[config.mk]
export PLATFORM = sky130hd
export DESIGN_NAME = mem_arbiter
export DESIGN_NICKNAME = d
export VERILOG_FILES = /design/src/rtl/mem_arbiter.sv
export SDC_FILE = /design/constraint.sdc
export NUM_CORES = 1
export LEC_CHECK = 0
export CAP_MARGIN = 20
export CORE_UTILIZATION = 37
export CTS_CLUSTER_SIZE = 20
export DETAILED_ROUTE_END_ITERATION = 8
export HOLD_SLACK_MARGIN = 0.03
export PLACE_DENSITY = 0.76
export SKIP_CTS_REPAIR_TIMING = 1
export SLEW_MARGIN = 20
export SYNTH_ARGS = -nofsm -noshare
export SYNTH_HDL_FRONTEND = slang
export SYNTH_SLANG_ARGS = --single-unit
[constraint.sdc]
create_clock -name clk -period 1.6 [get_ports clk]
set_input_delay 0.16 -clock clk [delete_from_list [all_inputs] [get_ports clk]]
set_output_delay 0.16 -clock clk [all_outputs]
set_load 0.1 [all_outputs]
[src/rtl/mem_arbiter.sv]
// Round-robin arbiter sharing one mem_controller request port between two masters.
// Optional macro MEM_ARB_TIMEOUT_EN adds a read timeout (rdata 32'hDEADDEAD, sticky rd_err).
module mem_arbiter #(
    parameter int ADDR_WIDTH     = 10,
    parameter int DATA_WIDTH     = 32,
    parameter int WR_GAP         = 2,
    parameter int TIMEOUT_CYCLES = 64
) (
    input  logic                  clk,
    input  logic                  reset,
    input  logic                  m0_req,
    input  logic                  m0_we,
    input  logic [ADDR_WIDTH-1:0] m0_addr,
    input  logic [DATA_WIDTH-1:0] m0_wdata,
    output logic [DATA_WIDTH-1:0] m0_rdata,
    output logic                  m0_done,
    input  logic                  m1_req,
    input  logic                  m1_we,
    input  logic [ADDR_WIDTH-1:0] m1_addr,
    input  logic [DATA_WIDTH-1:0] m1_wdata,
    output logic [DATA_WIDTH-1:0] m1_rdata,
    output logic                  m1_done,
    output logic                  mc_wr_req,
    output logic                  mc_rd_req,
    output logic [ADDR_WIDTH-1:0] mc_addr,
    output logic [DATA_WIDTH-1:0] mc_wdata,
    input  logic [DATA_WIDTH-1:0] mc_rdata,
    input  logic                  mc_rd_valid,
    output logic                  grant,
    output logic                  busy,
    output logic                  rd_err
);

    localparam logic [1:0] ST_IDLE    = 2'd0;
    localparam logic [1:0] ST_RD_WAIT = 2'd1;
    localparam logic [1:0] ST_WR_HOLD = 2'd2;

    localparam logic [3:0] WR_LOAD = 4'(WR_GAP - 1);

    if (WR_GAP < 1 || WR_GAP > 15 || TIMEOUT_CYCLES < 1) begin : g_param_check
        $error("mem_arbiter: WR_GAP must be 1..15 and TIMEOUT_CYCLES at least 1");
    end

    logic [1:0]            state_q, state_d;
    logic                  last_grant_q, last_grant_d;
    logic                  grant_q, grant_d;
    logic                  busy_q, busy_d;
    logic                  mc_rd_req_q, mc_rd_req_d;
    logic                  mc_wr_req_q, mc_wr_req_d;
    logic [ADDR_WIDTH-1:0] mc_addr_q, mc_addr_d;
    logic [DATA_WIDTH-1:0] mc_wdata_q, mc_wdata_d;
    logic [DATA_WIDTH-1:0] m0_rdata_q, m0_rdata_d;
    logic [DATA_WIDTH-1:0] m1_rdata_q, m1_rdata_d;
    logic                  m0_done_q, m0_done_d;
    logic                  m1_done_q, m1_done_d;
    logic [3:0]            wr_cnt_q, wr_cnt_d;

`ifdef MEM_ARB_TIMEOUT_EN
    localparam int TMO_W = $clog2(TIMEOUT_CYCLES + 1);
    localparam logic [TMO_W-1:0] TMO_LAST = TMO_W'(TIMEOUT_CYCLES - 1);

    logic [TMO_W-1:0] tmo_cnt_q, tmo_cnt_d;
    logic             rd_err_q, rd_err_d;
`endif

    logic                  m0_elig, m1_elig, pick;
    logic                  sel_we;
    logic [ADDR_WIDTH-1:0] sel_addr;
    logic [DATA_WIDTH-1:0] sel_wdata;
    logic                  rd_fin;
    logic [DATA_WIDTH-1:0] rd_val;

    // A request still high during its own done pulse is not a new request.
    assign m0_elig   = m0_req & ~m0_done_q;
    assign m1_elig   = m1_req & ~m1_done_q;
    assign pick      = (m0_elig & m1_elig) ? ~last_grant_q : m1_elig;
    assign sel_we    = pick ? m1_we    : m0_we;
    assign sel_addr  = pick ? m1_addr  : m0_addr;
    assign sel_wdata = pick ? m1_wdata : m0_wdata;

    always_comb begin
        // NOTE: every _d signal gets its default first, so no path through the case infers a latch.
        state_d      = state_q;
        last_grant_d = last_grant_q;
        grant_d      = grant_q;
        busy_d       = busy_q;
        mc_rd_req_d  = 1'b0;
        mc_wr_req_d  = 1'b0;
        mc_addr_d    = mc_addr_q;
        mc_wdata_d   = mc_wdata_q;
        m0_rdata_d   = m0_rdata_q;
        m1_rdata_d   = m1_rdata_q;
        m0_done_d    = 1'b0;
        m1_done_d    = 1'b0;
        wr_cnt_d     = wr_cnt_q;
        rd_fin       = 1'b0;
        rd_val       = mc_rdata;
`ifdef MEM_ARB_TIMEOUT_EN
        tmo_cnt_d    = tmo_cnt_q;
        rd_err_d     = rd_err_q;
`endif

        case (state_q)
            ST_IDLE: begin
                if (m0_elig | m1_elig) begin
                    last_grant_d = pick;
                    grant_d      = pick;
                    busy_d       = 1'b1;
                    mc_addr_d    = sel_addr;
                    mc_wdata_d   = sel_wdata;
                    if (sel_we) begin
                        state_d     = ST_WR_HOLD;
                        mc_wr_req_d = 1'b1;
                        wr_cnt_d    = WR_LOAD;
                    end else begin
                        state_d     = ST_RD_WAIT;
                        mc_rd_req_d = 1'b1;
`ifdef MEM_ARB_TIMEOUT_EN
                        tmo_cnt_d   = '0;
`endif
                    end
                end
            end

            ST_RD_WAIT: begin
                if (mc_rd_valid) begin
                    rd_fin = 1'b1;
                end
`ifdef MEM_ARB_TIMEOUT_EN
                else if (tmo_cnt_q == TMO_LAST) begin
                    rd_fin   = 1'b1;
                    rd_val   = DATA_WIDTH'(32'hDEADDEAD);
                    rd_err_d = 1'b1;
                end else begin
                    tmo_cnt_d = tmo_cnt_q + TMO_W'(1);
                end
`endif
            end

            ST_WR_HOLD: begin
                if (wr_cnt_q == 4'd0) begin
                    state_d   = ST_IDLE;
                    busy_d    = 1'b0;
                    m0_done_d = ~grant_q;
                    m1_done_d = grant_q;
                end else begin
                    wr_cnt_d = wr_cnt_q - 4'd1;
                end
            end

            default: begin
                state_d = ST_IDLE;
                busy_d  = 1'b0;
            end
        endcase

        if (rd_fin) begin
            state_d = ST_IDLE;
            busy_d  = 1'b0;
            if (grant_q) begin
                m1_rdata_d = rd_val;
                m1_done_d  = 1'b1;
            end else begin
                m0_rdata_d = rd_val;
                m0_done_d  = 1'b1;
            end
        end
    end

    // NOTE: non-blocking assignments, so every flop samples the pre-edge _d values.
    always_ff @(posedge clk or negedge reset) begin
        if (!reset) begin
            state_q      <= ST_IDLE;
            last_grant_q <= 1'b1;
            grant_q      <= 1'b0;
            busy_q       <= 1'b0;
            mc_rd_req_q  <= 1'b0;
            mc_wr_req_q  <= 1'b0;
            mc_addr_q    <= '0;
            mc_wdata_q   <= '0;
            m0_rdata_q   <= '0;
            m1_rdata_q   <= '0;
            m0_done_q    <= 1'b0;
            m1_done_q    <= 1'b0;
            wr_cnt_q     <= '0;
`ifdef MEM_ARB_TIMEOUT_EN
            tmo_cnt_q    <= '0;
            rd_err_q     <= 1'b0;
`endif
        end else begin
            state_q      <= state_d;
            last_grant_q <= last_grant_d;
            grant_q      <= grant_d;
            busy_q       <= busy_d;
            mc_rd_req_q  <= mc_rd_req_d;
            mc_wr_req_q  <= mc_wr_req_d;
            mc_addr_q    <= mc_addr_d;
            mc_wdata_q   <= mc_wdata_d;
            m0_rdata_q   <= m0_rdata_d;
            m1_rdata_q   <= m1_rdata_d;
            m0_done_q    <= m0_done_d;
            m1_done_q    <= m1_done_d;
            wr_cnt_q     <= wr_cnt_d;
`ifdef MEM_ARB_TIMEOUT_EN
            tmo_cnt_q    <= tmo_cnt_d;
            rd_err_q     <= rd_err_d;
`endif
        end
    end

    assign m0_rdata  = m0_rdata_q;
    assign m1_rdata  = m1_rdata_q;
    assign m0_done   = m0_done_q;
    assign m1_done   = m1_done_q;
    assign mc_rd_req = mc_rd_req_q;
    assign mc_wr_req = mc_wr_req_q;
    assign mc_addr   = mc_addr_q;
    assign mc_wdata  = mc_wdata_q;
    assign grant     = grant_q;
    assign busy      = busy_q;
`ifdef MEM_ARB_TIMEOUT_EN
    assign rd_err    = rd_err_q;
`else
    assign rd_err    = 1'b0;
`endif

endmodule

== After elaboration in Yosys (flattened, before gate mapping) ==
Index checks and enable logic that the tools add are counted.
Cells by class
  bitwise gates (word level): 8
  $add $sub $neg: 1
  equal/unequal tests: 8
  mux-type cells: 33
  reductions and logical operators: 8
Operators by type and width (number)
  2-to-1 mux 32 bit: 1
  2-to-1 mux 1 bit: 21
  2-to-1 mux 4 bit: 3
  2-to-1 mux 10 bit: 1
  2-to-1 mux 2 bit: 4
  inequality test 2 bit, second input constant: 4
  one-hot mux 4 bit (2 select lines): 1
  inequality test 3 bit, second input constant: 2
  one-hot mux 2 bit (3 select lines): 1
  AND reduction 2 bit: 3
  logical NOT 4 bit: 1
  NOT 1 bit: 4
  AND reduction 4 bit: 1
  subtractor 4 x 1 -> 4 bit, second input constant: 1
  bitwise AND 1 bit: 3
  one-hot mux 1 bit (3 select lines): 1
  AND reduction 3 bit: 1
  == test 2 x 1 -> 1 bit, second input constant: 1
  == test 2 bit, second input constant: 1
  logical NOT 2 bit: 1
  nonzero test 2 bit: 1
  OR 1 bit: 1
Word-level totals
  bits of input ports: 123
  flip-flop bits (word level): 119
  logic and storage cells: 71

== Depth between registers and ports, before layout ==
Gate-level depths: netlist of the first run.
  word-level depth: 9
  depth in mapped cells: 7

== Worst setup path before layout of the first run ==
No wires, ideal clock.
  kind: register -> register
  start point: register m0_done_q (netlist: m0_done)
  end point: register wr_cnt_q[1]
  library setup time: 0.125 ns
  data required time: 1.475 ns
  setup slack: -0.503 ns
  clock period less this slack: 2.103 ns
  cell stages (with the launch flop): 5
  buffers on the path: 0
  arrival: 1.978 ns
  path through: dfrtp_1 > and3b_1 > o31a_1 > a2bb2oi_4 > mux2_4
On the way
  cells in the longest elaborated chain, start to end: 7
Ends and longest elaborated chain
  start: declaration: line 54  | logic m0_done_q, m0_done_d;
  start signal: assignment: line 201  | m0_done_q <= m0_done_d;
  NOT 1 bit (*): line 74  | assign m0_elig = m0_req & ~m0_done_q;
  bitwise AND 1 bit (*): line 74
  bitwise AND 1 bit: line 76  | assign pick = (m0_elig & m1_elig) ? ~last_grant_q : m1_elig;
  2-to-1 mux 1 bit: line 76
  2-to-1 mux 1 bit: line 77  | assign sel_we = pick ? m1_we : m0_we;
  inequality test 2 bit (no line)
  AND reduction 4 bit (no line) (*)
  end signal: assignment: line 203  | wr_cnt_q <= wr_cnt_d;
  end: declaration: line 56  | logic [3:0] wr_cnt_q, wr_cnt_d;
Mark *: on every way between the ends. The rest lies on a longest branch, timed or not.
A chain may end at the register's enable or synchronous reset.

== Worst setup path after layout of the first run ==
  start point: register wr_cnt_q[1]
  end point: register wr_cnt_q[1]
On the way
  cells in the longest elaborated chain, start to end: 3
Ends and longest elaborated chain (line)
  subtractor 4 x 1 -> 4 bit / logical NOT 4 bit (equally long branches): 147, 141
  2-to-1 mux 4 bit / inequality test 2 bit (equally long branches)
  one-hot mux 4 bit (2 select lines) / AND reduction 4 bit (equally long branches)
Parallel ways exist; a longest one is shown, timed or not. The select of a mux whose other input is x is not followed.

==> impl_results.md, run 1 <==
* Status: finished with violations
* Violated checks: negative setup slack
* Final setup vio count at 8
* Number of port buffers at 234
* Capturing point of the worst reg2reg path: wr_cnt_q[1]
* Setup WS pre-CTS at -0.2098 ns
* Die Ht at 118.2 µm
* Num CTS Buffers at 17
* Crit Reg-Reg Startpoint: wr_cnt_q[1]
* Crit path cell chain: inv_2, ha_1, nor3b_4, nor2_2, a2bb2oi_4, mux2_4
* DR vias/cell at 4.845
* First-pass GRT wire length at 22020 µm
* CP Data Required Time at 1.89 ns
* Total track usage at 20.41%
* XOR/XNOR Fraction of Synth Area at 0%
* Syn_area_per_cell at 12.97 µm²
* CP bufs+invs at 1
* Core box area at 13190 µm²
* Peak Freq at 0.6018 GHz
* Met1 Usage GRT at 22.24%
* Critical Path Fanout Max at 4
* Fin worst setup slack at -0.06170 ns
* Sequential area share after synthesis at 59.67%
* Root Driver: clkbuf_16
* Io pins at 236
* Worst setup EP type: flop
* TritonRoute pass-1 iters at 4
* DPL Wire Length at 10500 µm
* Row count at 42
* Die ar. at 13960 µm²
* Largest net degree at the start of global routing at 36
* R2R cell count at 6
* Slowest-stage cell, CP: dfrtp_1
* Post-route clock period utilization at 103.9%
* Cells after Synth at 385
* Max Transition Viols Final at 0
* CP delay by family, top: simple AND/OR/NAND/NOR gates
* Synthesized-area fraction occupied by adder cells at 0.5013%
* Maximum clock insertion buffer count at 2
* Met2 Resource Use GR at 35.00%
* Area grow syn2layout at 95.21%
* Design area at 9746 µm²
* Initial antenna violation count at 0
* Critical Path Source Type: flop
* Routability congestion estimate at 0.8213
* Worst hold slack at 0.2574 ns
* Gr busiest metal: met2
* N_diodes at 0
* Ys flop type: dfrtp_1
* Post-Route WL at 14270 µm
* Grt ovf at 0
* Max-cap violations at 0
* Yosys cell types at 38
* WP data arrival at 1.95 ns
* Post-Syn Area at 4992 µm²
* Min-Delay Path Class: input port to asynchronous set/reset pin
* Skew-Pair Late Insertion Delay at 0.41 ns
* Layout cell share with drive strength beyond 1 at 40.06%
* Drt initial violations at 170
* TritonCTS clock tree: yes
* Fillcell total at 834
* Clk_skew at 0.01059 ns
* Starting density of the core at 37.85%
* Vias in the first global route at 4416
* Synth warn at 0
* WS Path Type: flop to flop
* Vias at 4118
* Wire per inst at 16.79 µm
* Period minus WS final at 1.662 ns
* Mux share of post-synthesis cell area at 23.36%
* CTS H-tree lvls at 4
* Synth Area in Simple Gates at 6.316%
* Placed Area at 8920 µm²
* Met3 Usage GRT at 7.625%
* Compound-Gate Fraction of Synth Area at 6.867%
* DRC violations left at 0
* Post-route ant nets at 0
* Final Hold Viols at 0
* Chip Width at 118.2 µm
* Main combinational cell family by area after synthesis: multiplexers
* Nets at 787
* CP peak stage delay at 0.39 ns
* Clock-pin transition on the worst setup and hold timing paths at 0.05 ns
* Syn nets at 510
* #FFs+latches synth at 119
* Synth async-reset ratio at 100.0%
* RSZ-0062 raised after global routing: yes
* Clock Sinks at 119
* Post-synth EDFFs at 0
* R2R Setup Slk at -0.06 ns
==> through the flow <==
step	std cells	setup TNS [ns]	util (%)
final	850	-0.1599	73.89
after global routing	850	-2.410	73.89
after CTS	838	-0.2928	72.27
after detailed placement	807	-4.662	67.62
after global placement	807	-2.735	67.62
after floorplan	385	-3.203	-
==> worst register-to-register path, delay by kind of cell (launching register included) <==
| kind | cells | cell delay, ns |
|---|---|---|
| flops | 1 | 0.39 |
| mux | 1 | 0.31 |
| buf+inv | 1 | 0.06 |
| fa+ha+maj | 1 | 0.18 |
| simple gates | 2 | 0.40 |
| compound gates | 1 | 0.22 |
==> Yosys cell counts, types with 2 or more instances <==
master	count	area share, %
dfrtp_1	118	59
mux2_2	62	14
nand2_1	47	3.5
o21ai_0	44	4.4
mux2i_1	43	8.6
buf_4	7	1.1
clkbuf_1	7	0.53
nor2_1	6	0.45
buf_6	5	1.1
a21oi_1	4	0.40
inv_1	4	0.30
nor2b_1	4	0.50
nand2b_1	3	0.38
buf_2	2	0.20
ha_1	2	0.50
mux2_1	2	0.45
nand3_1	2	0.20
o21a_1	2	0.30
o21ai_1	2	0.20
==> cell type report <==
cell class,count,area [µm²],area share (%)
flip-flops and latches,119,2988,30.66
clock buffers,22,464.2,4.763
repair buffers,279,3981,40.85
clock inverters,9,148.9,1.528
well taps,176,220.2,2.260
inverters,4,15.01,0.1541
multi-input cells,241,1928,19.78
==> logic make-up (layout without fill, tap and decap cells) <==
group,Yosys count,in the layout
AO/OA/AOI/OAI,59,59
buffers and inverters,25,314
flip-flops,119,119
AND/OR/NAND/NOR,71,71
multiplexers,108,108
other,1,1
adder cells (fa/ha/maj),2,2
==> cells in the final DEF, fill, tap and decap left out, types with 2 or more instances in the layout <==
master           synthesis  layout
a21oi_1                  4       4
buf_12                   0     121
buf_4                    7      29
buf_6                    5       4
bufinv_16                0       4
clkbuf_1                 7       3
clkbuf_16                0      20
clkbuf_8                 0       2
clkdlybuf4s50_1          0     121
clkinv_2                 0       4
dfrtp_1                118     115
dfrtp_4                  0       2
ha_1                     2       2
inv_1                    4       3
mux2_1                   2       2
mux2_2                  62      62
mux2i_1                 43      37
mux2i_2                  0       5
nand2_1                 47      46
nand2b_1                 3       2
nand3_1                  2       2
nor2_1                   6       5
nor2b_1                  4       2
nor2b_2                  0       2
o21a_1                   2       2
o21ai_0                 44       2
o21ai_1                  2      44
==> per-layer routing <==
metal  routed length [µm]  vias up
met1                 5318     2012
met3                 1115       25
met4                  312        0
met5                    0        -
met2                 7525      186
li1                     -     1895
==> registers in the layout (all words and copies together) (netlist names) <==
name / count
m0_rdata: 32
m1_rdata: 32
mc_wdata: 32
mc_addr: 10
wr_cnt_q: 4
state_q: 2
busy: 1
grant: 1
last_grant_q: 1
m0_done: 1
m1_done: 1
mc_rd_req: 1
mc_wr_req: 1
==> worst max-delay path by stage <==
stage / end / slack (ns) / cells after the start / from
2_1_floorplan: wr_cnt_q[1] / -0.14 / 4 / m1_done
3_3_place_gp: wr_cnt_q[1] / -0.18 / 5 / m0_req
3_5_place_dp: wr_cnt_q[1] / -0.21 / 5 / m0_req
4_1_cts: wr_cnt_q[1] / -0.08 / 6 / wr_cnt_q[1]
5_1_grt: wr_cnt_q[1] / -0.12 / 6 / wr_cnt_q[1]
6_report: wr_cnt_q[1] / -0.06 / 6 / wr_cnt_q[1]
Power of run 1 is left out: the tool's default activity adds up to more than one toggle a clock period on the data nets, which glitch-free logic cannot reach.
==> run 2: changes to the inputs <==
- CORE_UTILIZATION: 37 -> 40
- GPL_ROUTABILITY_DRIVEN: not set -> 0
- PLACE_DENSITY: 0.76 -> 0.79
- clock period: 1.6 -> 1.8 ns (I/O delays scaled with it)
==> run 2 against run 1 <==
The flow now finishes without violations. Maximum frequency shrank 1.5%. Largest cell class is now sequential cells. Non-clock buffer count shrank 28. Sequential cell count is the same. Highest routed layer unchanged. Critical path depth shrank 1. Design area shrank 18%.
==> impl_results.md, run 2 (synthesis gave the netlist of run 1 again) <==
* Chip Width at 113.7 µm
* Final cell count without fillers at 815
* Vias in the first global route at 4161
* Initial antenna violation count at 0
* CTS H-tree lvls at 4
* Final Hold Viols at 0
* Critical Path Source Type: flop
* Setup WS pre-CTS at -0.01937 ns
* DR vias/cell at 4.739
* Num CTS Buffers at 17
* Grt ovf at 0
* Critical Path Fanout Max at 30
* Die Ht at 113.7 µm
* TritonRoute pass-1 iters at 4
* Drt initial violations at 155
* Largest net degree at the start of global routing at 120
* Crit Reg-Reg Startpoint: m0_done
* Io pins at 236
* TritonCTS clock tree: yes
* Root Driver: clkbuf_16
* Max Transition Viols Final at 0
* Worst-Margin Slew at 0.6164 ns
* Min-Delay Path Class: input port to flop
* Met2 Resource Use GR at 35.61%
* WS Path Type: flop to flop
* Most frequent cells in the layout: buf_4, clkdlybuf4s50_1, dfrtp_1
* DPL Wire Length at 9386 µm
* Clock-pin transition on the worst setup and hold timing paths at 0.06 ns
* Slowest-stage cell, CP: dfrtp_4
* Slew headroom at 58.91%
* Status: completed
* Clock Sinks at 119
* Placed cells at 782
* First-pass GRT wire length at 20270 µm
* Total track usage at 20.81%
* Core box area at 12110 µm²
* Met3 Usage GRT at 7.970%
* Number of port buffers at 234
* Final core utilization at 65.64%
* Post-route clock period utilization at 93.69%
* Hold path start: m1_addr[8]
* Final setup vio count at 0
* Nets at 759
* Maximum clock insertion buffer count at 2
* Wire per inst at 15.59 µm
* Peak Freq at 0.5930 GHz
* Met1 Usage GRT at 22.48%
* Area grow syn2layout at 59.25%
* Starting density of the core at 41.22%
* Crit path cell chain: and3b_1, nand2b_2, buf_12, mux2i_1, o21ai_0
* Max-cap violations at 0
* Vias at 3862
* Skew-Pair Late Insertion Delay at 0.41 ns
* Post-Route WL at 12710 µm
* Commonest non-fill, non-tap cell in the layout: buf_4
* RSZ-0062 raised after global routing: no
* Die ar. at 12930 µm²
* Layout cell share with drive strength beyond 1 at 36.32%
* DRC violations left at 0
* CP startpoint: m0_done
* N_diodes at 0
* CP Data Required Time at 2.08 ns
* Fin worst setup slack at 0.1135 ns
* Worst setup EP type: flop
* Post-route ant nets at 0
* Row count at 40
* CP peak stage delay at 0.50 ns
* Clk_skew at 0.006184 ns
* Gr busiest metal: met2
* WP data arrival at 1.96 ns
* Period minus WS final at 1.686 ns
run 2: cell types whose count changed in the layout (fill, tap and decap cells not counted), sizes merged:
| cell | delta |
|---|---|
| buf | -25 |
| bufinv | -1 |
| clkbuf | -5 |
| clkinv | +1 |
| clkinvlp | +3 |
run 2: worst max-delay path, delay by kind of cell, from the launching register on:
| family | cells | cell delay [ns] |
|---|---|---|
| AO/OA/AOI/OAI | 1 | 0.10 |
| flip-flops | 1 | 0.50 |
| multiplexers | 1 | 0.23 |
| buffers and inverters | 1 | 0.23 |
| AND/OR/NAND/NOR | 2 | 0.46 |
run 2: cell type report:
type                            instances  area (µm²)
Timing Repair Buffer                  251        2252
Fill cell                             906        4161
Tap cell                              168       210.2
Sequential cell                       119        2985
Multi-Input combinational cell        241        1871
Clock buffer                           20       466.7
Inverter                                4       15.01
Clock inverter                         12       150.1
run 2: final timing paths:
check | slack, ns | end | cells past startpoint
worst max register to register | 0.11 | mc_wdata[28] | 5
min in group asynchronous | 0.43 | m1_rdata[15] | 3
worst min register to register | 0.48 | mc_wdata[12] | 2
worst max-delay path | 0.11 | mc_wdata[28] | 5
worst min-delay path | 0.40 | mc_addr[8] | 3
max in group asynchronous | 0.89 | grant | 3
run 2: per-stage QoR:
stage,hold WS [ns],area [µm²],setup TNS (ns)
after global placement,0.3207,7316,0
after global routing,0.3994,7950,0
final,0.4003,7950,0
after floorplan,-0.1156,4999,0
after CTS,-0.1076,7933,0
after detailed placement,0.3302,7316,-0.02568
run 2: per-layer routing:
layer  vias to the layer above  wire length [µm]  part of all wire [%]
met5                         -                 0                     0
met4                         0               291                   2.3
met3                        19              1145                   9.0
met2                       184              6374                    50
met1                      1811              4893                    39
li1                       1848                 -                     -
Power of run 2 is left out for the same reason.
==> run 3: changes to the inputs <==
- SKIP_LAST_GASP: not set -> 1
==> results of run 3 <==
Final layout, timing and power as in run 2 (identical DEF).
Power of run 3 is left out for the same reason.
